## src/rtl/cpu_ce_scheduler_if.sv

```systemverilog
// cpu_ce_scheduler_if
// Groups the run-control inputs and the clock-enable/status outputs of the
// Z80 clock-enable scheduler into one bundle.
//   speed        [2:0]       requested divider code (period = speed+1 cycles)
//   run_mode     [1:0]       00 free, 01 paused, 10 slow tick, 11 paused
//   step                     single-step request (rising edge counted)
//   wait_n                   active-low wait, 0 withholds cpu_ce
//   cpu_ce                   one-cycle enable to the Z80/CTC/VDP bus logic
//   speed_active [2:0]       divider code currently in effect
//   paused                   run control is holding the CPU
//   ce_count     [CNT_W-1:0] cpu_ce pulses since reset, wrapping
// master: the controller side (OSD/debug overlay). slave: the scheduler.
interface cpu_ce_scheduler_if #(
    parameter int CNT_W = 16
);
    logic [2:0]       speed;
    logic [1:0]       run_mode;
    logic             step;
    logic             wait_n;
    logic             cpu_ce;
    logic [2:0]       speed_active;
    logic             paused;
    logic [CNT_W-1:0] ce_count;

    modport master (
        output speed, run_mode, step, wait_n,
        input  cpu_ce, speed_active, paused, ce_count
    );

    modport slave (
        input  speed, run_mode, step, wait_n,
        output cpu_ce, speed_active, paused, ce_count
    );
endinterface

```

## src/rtl/cpu_ce_scheduler.sv

```systemverilog
// cpu_ce_scheduler
// Generates the registered single-cycle Z80 clock enable from clk_sys with a
// selectable divide-by-(code+1), debug run control (free / pause / single
// step / slow tick) and wait-state stretching.
// Ports:
//   clk_sys  in   sole clock, rising edge
//   reset    in   synchronous, active-high
//   ctl      slave modport of cpu_ce_scheduler_if (see that file)
// Parameters:
//   SLOW_DIV clk_sys cycles between slow-mode ticks (2..2^24)
//   CNT_W    width of the exported cpu_ce event counter
module cpu_ce_scheduler #(
    parameter int SLOW_DIV = 2500000,
    parameter int CNT_W    = 16
) (
    input  logic              clk_sys,
    input  logic              reset,
    cpu_ce_scheduler_if.slave ctl
);
    localparam logic [23:0] PRE_RELOAD = 24'(SLOW_DIV - 1);

    logic             cpu_ce_q, cpu_ce_d;
    logic [2:0]       div_cnt_q, div_cnt_d;
    logic [2:0]       speed_active_q, speed_active_d;
    logic [CNT_W-1:0] ce_count_q, ce_count_d;
    logic             step_q;
    logic             step_pending_q, step_pending_d;
    logic             tick_pending_q, tick_pending_d;
    logic [23:0]      prescaler_q, prescaler_d;

    logic mode_free;
    logic mode_pause;
    logic mode_slow;
    logic term;
    logic gate;
    logic fire;
    logic step_edge;
    logic tick;

    assign mode_free  = (ctl.run_mode == 2'b00);
    assign mode_slow  = (ctl.run_mode == 2'b10);
    assign mode_pause = ctl.run_mode[0];          // 01 and 11 both pause
    assign term       = (div_cnt_q == speed_active_q);
    assign gate       = ctl.wait_n & (mode_free
                                      | (mode_pause & step_pending_q)
                                      | (mode_slow  & tick_pending_q));
    assign fire       = term & gate;
    assign step_edge  = ctl.step & ~step_q;
    assign tick       = mode_slow & (prescaler_q == 24'd0);

    always_comb begin
        cpu_ce_d       = 1'b0;
        div_cnt_d      = div_cnt_q;
        speed_active_d = speed_active_q;
        ce_count_d     = ce_count_q;

        if (fire) begin
            cpu_ce_d       = 1'b1;
            div_cnt_d      = 3'd0;
            speed_active_d = ctl.speed;
            ce_count_d     = ce_count_q + CNT_W'(1);
        end else if (term) begin
            // Held at terminal and retried every cycle. When run control is
            // holding, track the requested speed so resume uses it.
            if (!mode_free) begin
                speed_active_d = ctl.speed;
            end
        end else if (ctl.speed < div_cnt_q) begin
            // Code lowered below the current phase: restart the period at the
            // new code so it can never run past 8 cycles.
            div_cnt_d      = 3'd0;
            speed_active_d = ctl.speed;
        end else begin
            div_cnt_d = div_cnt_q + 3'd1;
        end
    end

    always_comb begin
        step_pending_d = step_pending_q;
        tick_pending_d = tick_pending_q;
        prescaler_d    = prescaler_q;

        // A consuming enable swallows a step edge arriving on the same cycle.
        if (!mode_pause || fire) begin
            step_pending_d = 1'b0;
        end else if (step_edge) begin
            step_pending_d = 1'b1;
        end

        if (!mode_slow) begin
            tick_pending_d = 1'b0;
            prescaler_d    = PRE_RELOAD;
        end else begin
            prescaler_d = tick ? PRE_RELOAD : (prescaler_q - 24'd1);
            if (fire) begin
                tick_pending_d = 1'b0;
            end else if (tick) begin
                tick_pending_d = 1'b1;
            end
        end
    end

    always_ff @(posedge clk_sys) begin
        if (reset) begin
            cpu_ce_q       <= 1'b0;
            div_cnt_q      <= 3'd0;
            speed_active_q <= ctl.speed;
            ce_count_q     <= '0;
            step_q         <= ctl.step;
            step_pending_q <= 1'b0;
            tick_pending_q <= 1'b0;
            prescaler_q    <= PRE_RELOAD;
        end else begin
            cpu_ce_q       <= cpu_ce_d;
            div_cnt_q      <= div_cnt_d;
            speed_active_q <= speed_active_d;
            ce_count_q     <= ce_count_d;
            step_q         <= ctl.step;
            step_pending_q <= step_pending_d;
            tick_pending_q <= tick_pending_d;
            prescaler_q    <= prescaler_d;
        end
    end

    assign ctl.cpu_ce       = cpu_ce_q;
    assign ctl.speed_active = speed_active_q;
    assign ctl.ce_count     = ce_count_q;
    assign ctl.paused       = ~mode_free & ~step_pending_q & ~tick_pending_q;
endmodule

```

## src/flat_wrapper.sv

```systemverilog
// flat-port wrapper written by rule: the top's interface ports become plain ports
module cpu_ce_scheduler_flat 
#(
    parameter int SLOW_DIV = 2500000,
    parameter int CNT_W    = 16
)
  (clk_sys, reset, ctl_speed, ctl_run_mode, ctl_step, ctl_wait_n, ctl_cpu_ce, ctl_speed_active, ctl_paused, ctl_ce_count);
  cpu_ce_scheduler_if #(.CNT_W(CNT_W)) ctl_i ();
  input  logic clk_sys;
  input  logic reset;
  input wire logic [$bits(ctl_i.speed)-1:0] ctl_speed;
  input wire logic [$bits(ctl_i.run_mode)-1:0] ctl_run_mode;
  input wire logic [$bits(ctl_i.step)-1:0] ctl_step;
  input wire logic [$bits(ctl_i.wait_n)-1:0] ctl_wait_n;
  output wire logic [$bits(ctl_i.cpu_ce)-1:0] ctl_cpu_ce;
  output wire logic [$bits(ctl_i.speed_active)-1:0] ctl_speed_active;
  output wire logic [$bits(ctl_i.paused)-1:0] ctl_paused;
  output wire logic [$bits(ctl_i.ce_count)-1:0] ctl_ce_count;
  assign ctl_i.speed = ctl_speed;
  assign ctl_i.run_mode = ctl_run_mode;
  assign ctl_i.step = ctl_step;
  assign ctl_i.wait_n = ctl_wait_n;
  assign ctl_cpu_ce = ctl_i.cpu_ce;
  assign ctl_speed_active = ctl_i.speed_active;
  assign ctl_paused = ctl_i.paused;
  assign ctl_ce_count = ctl_i.ce_count;
  cpu_ce_scheduler #(.SLOW_DIV(SLOW_DIV), .CNT_W(CNT_W)) u_core (.clk_sys(clk_sys), .reset(reset), .ctl(ctl_i));
endmodule
```

## config.mk

```make
export PLATFORM = sky130hd
export DESIGN_NAME = cpu_ce_scheduler_flat
export DESIGN_NICKNAME = d
export VERILOG_FILES = /design/src/rtl/cpu_ce_scheduler_if.sv /design/src/rtl/cpu_ce_scheduler.sv /design/src/flat_wrapper.sv
export SDC_FILE = /design/constraint.sdc
export NUM_CORES = 1
export LEC_CHECK = 0
export CORE_MARGIN = 10
export CORE_UTILIZATION = 30
export DETAILED_ROUTE_END_ITERATION = 10
export PLACE_DENSITY = 0.45
export SLEW_MARGIN = 20
export SYNTH_ARGS = -nofsm -noshare
export SYNTH_HDL_FRONTEND = slang
export SYNTH_SLANG_ARGS = --single-unit
```

## constraint.sdc

```tcl
create_clock -name clk_sys -period 2.4 [get_ports clk_sys]
set_clock_uncertainty 0.1 [all_clocks]
set_input_delay 0.48 -clock clk_sys [delete_from_list [all_inputs] [get_ports clk_sys]]
set_output_delay 0.48 -clock clk_sys [all_outputs]
set_load 0.02 [all_outputs]
```

# ---- Word level (Yosys, flattened, before mapping)
# Index checks and enable logic that the tools add are counted.
dict set report word_totals {
  reg_bits 50
}
dict set report op_classes {
  n_mux 7
  n_addsub 3
  magnitude_cmp 1
  bitwise_logic 15
  n_eq_ne 3
  n_reduce_logical 10
}
# operator n
set ops {}
lappend ops {{$logic_not 24->1} 1}
lappend ops {{$sub 24x1->24 const B} 1}
lappend ops {{$mux 3} 6}
lappend ops {{$add 16x1->16 const B} 1}
lappend ops {{$and 1x1->1} 8}
lappend ops {{$reduce_or 3->1} 2}
lappend ops {{$not 1->1} 5}
lappend ops {{$ne 4x4->1 const B} 1}
lappend ops {{$reduce_bool 4->1} 1}
lappend ops {{$reduce_or 2->1} 2}
lappend ops {{$add 3x1->3 const B} 1}
lappend ops {{$eq 3x3->1} 1}
lappend ops {{$lt 3x3->1} 1}
lappend ops {{$eq 2x2->1 const B} 1}
lappend ops {{$logic_not 2->1} 1}
lappend ops {{$or 1x1->1} 2}
lappend ops {{$reduce_and 2->1} 1}
lappend ops {{$logic_not 1->1} 1}
lappend ops {{$logic_or 1x1->1} 1}
lappend ops {{$mux 1} 1}

# ---- Logic depth before layout (Yosys ltp)
# Gate-level depths: netlist (run 1).
dict set report depth {
  ltp_word 7
  ltp_mapped 8
  ltp_nobuf 7
}

# ---- Worst setup path before layout (run 1)
# No wires, ideal clock.
dict set report synth_path {
  path_type {register to register}
  start {register u_core.speed_active_q[0] (netlist: u_core.ctl.speed_active[0])}
  end {register u_core.ce_count_q[15] (netlist: u_core.ctl.ce_count[15])}
  setup_ns 0.071
  n_path_buf 0
  path_stages_with_launch 6
  required_ns 2.229
  arrival_ns 1.927
  synth_period_minus_slack_ns 2.098
  setup_slack_ns 0.302
  path_cell_list {edfxtp_1 -> xnor2_1 -> nand3_1 -> or4_4 -> or3_1 -> a21oi_1}
}
dict set report synth_between {
  elab_chain_cells 2
}
# item line_no
set synth_rtl {}
lappend synth_rtl {{start: declaration} cpu_ce_scheduler.sv:24} ;# logic [2:0] speed_active_q, speed_active_d;
lappend synth_rtl {{start signal: assignment} cpu_ce_scheduler.sv:107} ;# speed_active_q <= ctl.speed;
lappend synth_rtl {{start signal: assignment} cpu_ce_scheduler.sv:116} ;# speed_active_q <= speed_active_d;
lappend synth_rtl {{$eq 3x3->1} cpu_ce_scheduler.sv:43} ;# assign term = (div_cnt_q == speed_active_q);
lappend synth_rtl {{$and 1x1->1} cpu_ce_scheduler.sv:47} ;# assign fire = term & gate;
lappend synth_rtl {{end signal: assignment} cpu_ce_scheduler.sv:117} ;# ce_count_q <= ce_count_d;
lappend synth_rtl {{end: declaration} cpu_ce_scheduler.sv:25} ;# logic [CNT_W-1:0] ce_count_q, ce_count_d;
# No other way between the ends.
# A chain may end at the register's enable or synchronous reset.

# ---- Worst setup path after layout (run 1)
dict set report layout_path {
  start {input ctl_run_mode[1]}
  end {register u_core.ce_count_q[15] (netlist: u_core.ctl.ce_count[15])}
}
dict set report layout_between {
  elab_chain_cells 5
  word_cells_on_any_way 7
  cone_classes {1 x eq/ne; 5 x bitwise; 1 x reduce/logical}
}
# item line_no
set layout_rtl {}
lappend layout_rtl {{start: declaration} flat_wrapper.sv:12} ;# input wire logic [$bits(ctl_i.run_mode)-1:0] ctl_run_mode;
lappend layout_rtl {{$eq 2x2->1 / $logic_not 2->1 (equally long branches)} {cpu_ce_scheduler.sv:41, cpu_ce_scheduler.sv:40}}
lappend layout_rtl {{$and 1x1->1 / $or 1x1->1 (equally long branches)} {cpu_ce_scheduler.sv:46, cpu_ce_scheduler.sv:45}}
lappend layout_rtl {{$or 1x1->1 (*)} cpu_ce_scheduler.sv:46} ;# | (mode_slow & tick_pending_q));
lappend layout_rtl {{$and 1x1->1 (*)} cpu_ce_scheduler.sv:44} ;# assign gate = ctl.wait_n & (mode_free
lappend layout_rtl {{$and 1x1->1 (*)} cpu_ce_scheduler.sv:47}
# Mark *: on every way between the ends. The rest lies on a longest branch, timed or not.

==> results.toml, run 1 <==
[outcome]
status = "complete, no violations"

[logic_synthesis]
synth-compound-area-share_pct = 6.004
ys_warn_count = 0
async_flop_share_pct = 0
synth_xor_area_share_pct = 11.84
synth_nets = 270
synth.mux.area_fraction_pct = 0.9279
synth-edff-count = 3
yosys.area_share.simple_pct = 30.46
synth_area_um2 = 2292
synth_cells = 255
ys_ff_latch = 50
ys.flop_type = "dfxtp_1"
synth_cell_types = 39
synth.avg_cell_area_um2 = 8.989
synth-seq-area-share_pct = 44.98
synth_fa_ha_area_share_pct = 3.275
synth_top_family_by_area = "simple AND/OR/NAND/NOR gates"

[sta]
grt_setup_unrepaired = "false"
max_slew.worst_pin.slew_ns = 0.4717
fin_crit_ns = 2.248
hold_viol_final = 0
fin_ws_ns = 0.1516
drv_slew = 0
holdWs_ns = 0.3198
finalSetupViolCount = 0
fin_crit_sh_pct = 93.68
fmax_mhz = 444.8
maxSlewHeadroom_pct = 68.26

[grt]
overflow = 0
grt_antenna_before_repair = 0
grt_max_degree = 24
grt_pass1_wl_um = 8542
track_usage_pct = 8.946
grt_pass1_vias = 1810

[routing]
drt_iter0_drc = 78
drc = 0
wl_per_cell_um = 12.70
ant_nets = 0
vias_per_cell = 4.650
num_vias = 1846
wirelength_um = 5042
firstDrtPassIters = 4

[cts]
cts_root_buffer = "clkbuf_8"
cts.sink_count = 50
htreeDepth = 2
cts.path.max_buffers = 2
clk_latency_ns = 0.30
clkTransAtPathRegs_ns = 0.09
post_cts_buffers = 0
cts_buffers = 5
tritoncts = "done"

[place]
port_buffers = 29
place_congestion = 0.7549
dp_slack_ns = -0.2290
post_dp_cell_area_um2 = 2758
dp_hpwl_um = 3821

[worst_setup_path]
crit_chain = "clkdlybuf4s50_1, or3b_2, nand3_1, or4_4, or3_1, a21oi_1"
r2r_setup_slack_ns = 0.21
max_stage_delay_ns = 0.58
crit_family = "simple AND/OR/NAND/NOR gates"
path_max_fanout = 6
crit_arrival_ns = 2.39
cp-start-kind = "primary input"
cp.required_ns = 2.54
cp_num_buf_inv = 1
slowest_stage = "or4_4"
crit_type = "primary input to flop"
startpoint = "ctl_run_mode[1]"
critPathCaptureType = "flop"
timing.rr.start = "u_core.ctl.speed_active[2]"
timing.rr.end = "u_core.ctl.ce_count[15]"
rr_worst_depth = 5

[worst_hold_path]
min_to = "u_core.prescaler_q[0]"
holdPathStages = 1
min_from = "u_core.prescaler_q[0]"
holdCritPathClass = "flop to flop"

[pwr]
power_leakage_nw = 0.9300
peakVddDrop_uv = 185.6
power.total_mw = 1.564
powerDensity_nw_per_um2 = 550.2

[cells_and_area]
fin_nets = 312
areaGrowthSynthToFinish_pct = 24.02
diodes = 0
drive_above_1_share_pct = 9.732
design_area_um2 = 2843
final_util_pct = 38.78

[floorplanning]
core-area_um2 = 7331
die_h_um = 107.4
fp.dieW_um = 107.4
die_area_um2 = 11540
initial_core_util_pct = 31.27
ios = 30
rows = 31

[job]
max_cap_violations = 0
==> state kept, by name, summed over array words and instances (netlist names) <==
register                 flops
u_core.ctl.ce_count         16
u_core.div_cnt_q             3
u_core.ctl.cpu_ce            1
u_core.step_pending_q        1
u_core.step_q                1
u_core.tick_pending_q        1
u_core.prescaler_q          24
u_core.ctl.speed_active      3
==> placed cells by master, fill, tap and decap left out, drive strengths merged <==
cell	instances
a21oi	11
a32oi	1
and2	1
and3	4
and4	2
buf	12
clkbuf	6
clkdlybuf4s50	27
clkinv	2
dfxtp	47
dlygate4sd2	1
dlymetal6s2s	1
edfxtp	3
ha	6
inv	5
mux2	1
mux2i	1
nand2	26
nand2b	1
nand3	12
nand4	5
nand4b	1
nor2	35
nor2b	4
nor3	12
nor3b	1
nor4	10
nor4bb	1
o211ai	1
o21ai	10
o31ai	1
o41ai	1
or2	2
or3	6
or3b	3
or4	4
xnor2	24
xor2	7
==> layer usage <==
| layer | wire [um] | track usage, % | vias to the layer above |
|---|---|---|---|
| li1 | - | - | 974 |
| met1 | 2422 | 11.10 | 846 |
| met2 | 2371 | 14.79 | 21 |
| met3 | 195 | 2.275 | 5 |
| met4 | 53 | 2.863 | 0 |
| met5 | 0 | 0 | - |
==> synthesized netlist by cell type, types with 3 or more instances <==
master    count  area, um^2
inv_1         5       18.77
nor2_1       35       131.4
and3_1        4       25.02
xnor2_1      24       210.2
or3_1         5       31.28
a21oi_1      11       55.05
dfxtp_1      47       940.9
nor3_1       12       60.06
o21ai_0      10       50.05
ha_1          6       75.07
nand2_1      26       97.59
clkbuf_1      3       11.26
xor2_1        7       61.31
nor2b_1       4       25.02
nand4_1       5       31.28
nor4_1        8       50.05
nand3_1      12       60.06
edfxtp_1      3       90.09
==> kinds of logic (layout without fill, tap and decap cells) <==
family | count (synthesis) | after routing
AO/OA/AOI/OAI | 25 | 25
XOR/XNOR | 31 | 31
adder cells (fa/ha/maj) | 6 | 6
buffers and inverters | 11 | 54
flip-flops | 50 | 50
multiplexers | 2 | 2
AND/OR/NAND/NOR | 130 | 130
==> worst max path at each step <==
stage                                          to  slack (ns)  depth (start not counted)
after detailed placement  u_core.ctl.ce_count[15]       -0.23                          6
after global placement    u_core.ctl.ce_count[15]       -0.21                          6
final                     u_core.ctl.ce_count[15]        0.15                          6
after global routing      u_core.ctl.ce_count[15]        0.02                          5
after floorplan           u_core.ctl.ce_count[15]        0.30                          5
after CTS                 u_core.ctl.ce_count[15]         0.1                          6
==> per-stage QoR <==
stage	TNS (ns)	cells
3_3_place_gp	-3.194	389
6_report	0	397
4_1_cts	0	397
5_1_grt	0	397
2_1_floorplan	0	255
3_5_place_dp	-3.532	389
==> area by class of cell <==
type,count,area (um^2)
clock buffer,6,72.57
clock inverter,2,8.758
fill,740,4488
inverter,5,18.77
multi-input combinational,194,1206
sequential,50,1031
tap,99,123.9
timing repair buffer,41,381.6
==> repair_timing <==
item,in CTS,in global routing
gates cloned,0,0
resized for setup,1,2
hold buffers,0,0
pin swaps,0,0
endpoints found under the setup margin,1,6
endpoints found under the hold margin,0,0
==> worst reg2reg max path: stages, from the launching register on <==
cell and delay, ns:
edfxtp_1 0.44, xnor2_1 0.28, nand3_1 0.22, or4_4 0.61, or3_1 0.36, a21oi_1 0.13
==> power by group <==
part | switching, mW | internal, mW | total, mW | leakage, nW
Sequential | 0.0191 | 0.858 | 0.877 | 0.410
Combinational | 0.106 | 0.105 | 0.211 | 0.477
Clock | 0.274 | 0.201 | 0.476 | 0.0426
No activity file was read; power rests on OpenSTA's default activity.
==> run 2: changes to the inputs <==
--- a/config.mk
+++ b/config.mk
@@ -5,7 +5,7 @@
 export SDC_FILE = /design/constraint.sdc
 export NUM_CORES = 1
 export LEC_CHECK = 0
-export CORE_MARGIN = 10
+export CORE_MARGIN = 5
 export CORE_UTILIZATION = 30
 export DETAILED_ROUTE_END_ITERATION = 10
 export PLACE_DENSITY = 0.45
==> results.toml, run 2 (synthesis gave the netlist of run 1 again) <==
[outcome]
status = "complete, no violations"

[cells_and_area]
areaGrowthSynthToFinish_pct = 24.24
drive_above_1_share_pct = 9.732
finalNonFillerCells = 397
multi_input_area_um2 = 1204
fillers = 737
layout_commonest_cell = "dfxtp_1"
regMostFlops = "u_core.prescaler_q"
regArea_um2 = 1031
diodes = 0
fin_nets = 312
most-common-layout-cells = "47 x dfxtp_1, 35 x nor2_1, 28 x clkdlybuf4s50_1, 26 x nand2_1, 24 x xnor2_1"
largest_reg_flops = 24
final_util_pct = 38.85

[worst_setup_path]
crit_family = "simple AND/OR/NAND/NOR gates"
timing.rr.start = "u_core.ctl.speed_active[2]"
timing.rr.end = "u_core.ctl.ce_count[15]"
crit_type = "primary input to flop"
r2r_setup_slack_ns = 0.19
cp.depth = 6
crit_arrival_ns = 2.21
cp.required_ns = 2.37
max_stage_delay_ns = 0.52
crit_chain = "clkdlybuf4s50_1, or3b_2, and3_1, nor2_1, a21oi_1, or2_2"
rr_worst_depth = 5
path_max_fanout = 4
startpoint = "ctl_run_mode[1]"
critPathCaptureType = "flop"
slowest_stage = "clkdlybuf4s50_1"
cp-start-kind = "primary input"
cp_num_buf_inv = 1

[grt]
grt_max_degree = 24
track_usage_pct = 10.74
grt_pass1_wl_um = 8466
overflow = 0
grt_pass1_vias = 1803
grt_antenna_before_repair = 0

[pwr]
powerDensity_nw_per_um2 = 564.8
sw_frac_of_total_pct = 25.32
power_leakage_nw = 0.9267
p_int_mw = 1.201
seqPwrFrac_pct = 54.6
switchingPower_mw = 0.4072
peakVddDrop_uv = 284.0
combPwrFrac_pct = 13.4
pwr-share-clk_pct = 32.0

[floorplanning]
die_h_um = 97.41
fp.dieW_um = 97.41
core-area_um2 = 7331
ios = 30
die_area_um2 = 9489
initial_core_util_pct = 31.27
rows = 31

[sta]
holdWs_ns = 0.3268
hold_viol_final = 0
max_slew.worst_pin.slew_ns = 0.7604
drv_slew = 0
fin_crit_ns = 2.241
fin_crit_sh_pct = 93.37
grt_setup_unrepaired = "false"
fmax_mhz = 446.2
maxSlewHeadroom_pct = 49.12
finalSetupViolCount = 0

[worst_hold_path]
holdCritPathClass = "flop to flop"
min_to = "u_core.prescaler_q[0]"
holdPathStages = 1
min_from = "u_core.prescaler_q[0]"

[routing]
num_vias = 1836
firstDrtPassIters = 4
ant_nets = 0
vias_per_cell = 4.625
drt_iter0_drc = 17
wl_per_cell_um = 12.54
drc = 0
wirelength_um = 4978

[place]
dp.cells = 389
place_congestion = 0.7266
port_buffers = 29
dp_hpwl_um = 3675

[cts]
post_cts_buffers = 0
clkTransAtPathRegs_ns = 0.09
cts_root_buffer = "clkbuf_8"
holdBufCountCts = 0
clk_latency_ns = 0.30
cts.sink_count = 50
tritoncts = "done"
htreeDepth = 2
cts_buffers = 5
cts.path.max_buffers = 2

[job]
max_cap_violations = 0
-- run 2: area by class of cell --
cell class,count,area share (%)
Multi-Input combinational cell,194,42.27
Sequential cell,50,36.20
Timing Repair Buffer,41,13.31
Tap cell,99,4.350
Clock buffer,7,3.032
Inverter,5,0.6591
Clock inverter,1,0.1757
-- run 2: metal layers --
metal	vias up	routed length [um]	track usage, %
li1	972	-	-
met1	836	2453	13.76
met2	20	2300	17.34
met3	8	143	2.656
met4	0	80	4.153
met5	-	0	0
-- run 2: worst max path at each step --
| stage | end | slack [ns] |
|---|---|---|
| after floorplan | u_core.ctl.ce_count[15] | 0.30 |
| after global placement | u_core.ctl.ce_count[12] | -0.19 |
| after detailed placement | u_core.ctl.speed_active[2] | -0.19 |
| after CTS | u_core.ctl.ce_count[15] | 0.15 |
| after global routing | u_core.ctl.ce_count[12] | 0.007 |
| final | u_core.ctl.speed_active[0] | 0.16 |
-- run 2: power groups by stage --
stage | sequential [mW] | combinational (mW) | clock (mW)
after global placement | 0.897 | 0.221 | 0
after floorplan | 0.903 | 0.111 | 0
after CTS | 0.878 | 0.221 | 0.544
after detailed placement | 0.897 | 0.221 | 0
after global routing | 0.881 | 0.238 | 0.571
final | 0.877 | 0.216 | 0.515
-- run 2: per-stage QoR --
| step | total power [mW] | area (um^2) | setup slack, ns | setup TNS, ns |
|---|---|---|---|---|
| after floorplan | 1.014 | 2292 | 0.3020 | 0 |
| after global placement | 1.118 | 2758 | -0.1854 | -3.434 |
| after detailed placement | 1.118 | 2758 | -0.1873 | -4.085 |
| after CTS | 1.642 | 2848 | 0.1491 | 0 |
| after global routing | 1.690 | 2848 | 0.006679 | 0 |
| final | 1.608 | 2848 | 0.1590 | 0 |
-- run 2: what timing repair did --
item,CTS,global route
hold endpoints to repair,0,0
gates resized for setup,1,0
setup endpoints to repair,1,0
==> run 3: changes to the inputs <==
--- a/config.mk
+++ b/config.mk
@@ -9,6 +9,7 @@
 export CORE_UTILIZATION = 30
 export DETAILED_ROUTE_END_ITERATION = 10
 export PLACE_DENSITY = 0.45
+export SETUP_SLACK_MARGIN = 0.1
 export SLEW_MARGIN = 20
 export SYNTH_ARGS = -nofsm -noshare
 export SYNTH_HDL_FRONTEND = slang
==> results.toml, run 3 (synthesis gave the netlist of run 1 again) <==
[cts]
cts.sink_count = 50
htreeDepth = 2
clk_latency_ns = 0.30
post_cts_buffers = 0
cts.path.max_buffers = 2
holdBufCountCts = 0
cts_root_buffer = "clkbuf_8"
clkTransAtPathRegs_ns = 0.09
tritoncts = "done"
cts_buffers = 5

[worst_setup_path]
max_stage_delay_ns = 0.52
crit_type = "primary input to flop"
r2r_setup_slack_ns = 0.26
cp_num_buf_inv = 1
critPathCaptureType = "flop"
timing.rr.start = "u_core.ctl.speed_active[2]"
startpoint = "ctl_run_mode[1]"
slowest_stage = "clkdlybuf4s50_1"
path_max_fanout = 4
crit_family = "simple AND/OR/NAND/NOR gates"
cp-start-kind = "primary input"
crit_chain = "clkdlybuf4s50_1, or3b_2, and3_1, nor2_2, a21oi_1, or2_2"
crit_arrival_ns = 2.20
cp.required_ns = 2.37

[cells_and_area]
regMostFlops = "u_core.prescaler_q"
largest_reg_flops = 24
layout_commonest_cell = "dfxtp_1"
fillers = 734
drive_above_1_share_pct = 11.07
areaGrowthSynthToFinish_pct = 25.38
most-common-layout-cells = "47 x dfxtp_1, 34 x nor2_1, 27 x clkdlybuf4s50_1, 26 x nand2_1, 23 x xnor2_1"
final_util_pct = 39.20
fin_nets = 312
diodes = 0

[floorplanning]
initial_core_util_pct = 31.27
die_area_um2 = 9489
fp.dieW_um = 97.41
rows = 31
die_h_um = 97.41
core-area_um2 = 7331
ios = 30

[routing]
firstDrtPassIters = 4
vias_per_cell = 4.673
num_vias = 1855
wl_per_cell_um = 12.62
wirelength_um = 5010
drc = 0
drt_iter0_drc = 20
ant_nets = 0

[grt]
grt_pass1_vias = 1803
grt_pass1_wl_um = 8466
overflow = 0
met3_usage_pct = 2.656
grt_max_degree = 24
grt_antenna_before_repair = 0
track_usage_pct = 10.74
grt.met1_usage_pct = 13.76
grtUsageMet2_pct = 17.34
grt.busiest_layer = "met2"

[sta]
fin_ws_ns = 0.1701
grt_setup_unrepaired = "true"
maxSlewHeadroom_pct = 49.12
finalSetupViolCount = 0
hold_viol_final = 0
fin_crit_sh_pct = 92.91
fmax_mhz = 448.5
fin_crit_ns = 2.230
drv_slew = 0
fin_tns_setup_ns = 0
max_slew.worst_pin.slew_ns = 0.7604

[place]
dp_hpwl_um = 3675
dp_slack_ns = -0.1873
place_congestion = 0.7266
port_buffers = 29

[worst_hold_path]
min_from = "u_core.prescaler_q[0]"
holdCritPathClass = "flop to flop"

[job]
max_cap_violations = 0

[pwr]
power_leakage_nw = 0.9441
powerDensity_nw_per_um2 = 561.9
peakVddDrop_uv = 284.0
power.total_mw = 1.615

[outcome]
status = "complete, no violations"
==> run 3: cell count changes in the layout (fill, tap and decap cells not counted) <==
cell	delta
clkdlybuf4s50_1	-1
dlymetal6s2s_1	+1
nand3_1	-1
nand3_2	+1
nor2_1	-1
nor2_2	+1
nor4_1	-1
nor4_2	+1
or2_2	-1
or2_4	+1
xnor2_1	-1
xnor2_2	+1
==> run 3: worst register-to-register path, cell delays in order (launching register included) <==
cell and delay (ns):
edfxtp_1 0.44, xnor2_2 0.23, nand3_1 0.21, or4_4 0.61, or3_1 0.36, a21oi_1 0.13
==> run 3: where the power goes <==
part           leakage [nW]  total (mW)  switching [mW]  internal (mW)
clock network        0.0482       0.514           0.281          0.233
registers             0.410       0.878          0.0202          0.858
logic                 0.486       0.222           0.109          0.113
total                 0.944        1.61           0.411           1.20
==> run 3: what timing repair did <==
| item | CTS | global route |
|---|---|---|
| resized for setup | 1 | 6 |
| endpoints found under the setup margin | 1 | 14 |
| pin swaps | 0 | 0 |
==> run 3: cell type report <==
class	instances	area, um^2	share of cell area [%]
multi-input cells	194	1227	42.71
flip-flops and latches	50	1031	35.87
repair buffers	41	381.6	13.28
well taps	99	123.9	4.310
clock buffers	7	86.33	3.004
inverters	5	18.77	0.6530
clock inverters	1	5.005	0.1741
==> run 3: worst paths after layout <==
path	cells after the start	to
worst max-delay path	6	u_core.ctl.speed_active[0]
worst min-delay path	1	u_core.prescaler_q[0]
worst max register to register	5	u_core.ctl.ce_count[15]
worst min register to register	1	u_core.prescaler_q[0]
==> run 3: stage by stage <==
| stage | instance area [um^2] | instances | hold slack (ns) |
|---|---|---|---|
| floorplan | 2292 | 255 | 0.2845 |
| global placement | 2758 | 389 | 0.3036 |
| detailed placement | 2758 | 389 | 0.3067 |
| CTS | 2848 | 397 | 0.3285 |
| global route | 2874 | 397 | 0.3443 |
| finish | 2874 | 397 | 0.3268 |
==> run 3: metal layers <==
layer / wire, um / part of all wire (%)
met5: 0 / 0
met4: 80 / 1.6
met3: 152 / 3.0
met2: 2312 / 46
met1: 2466 / 49
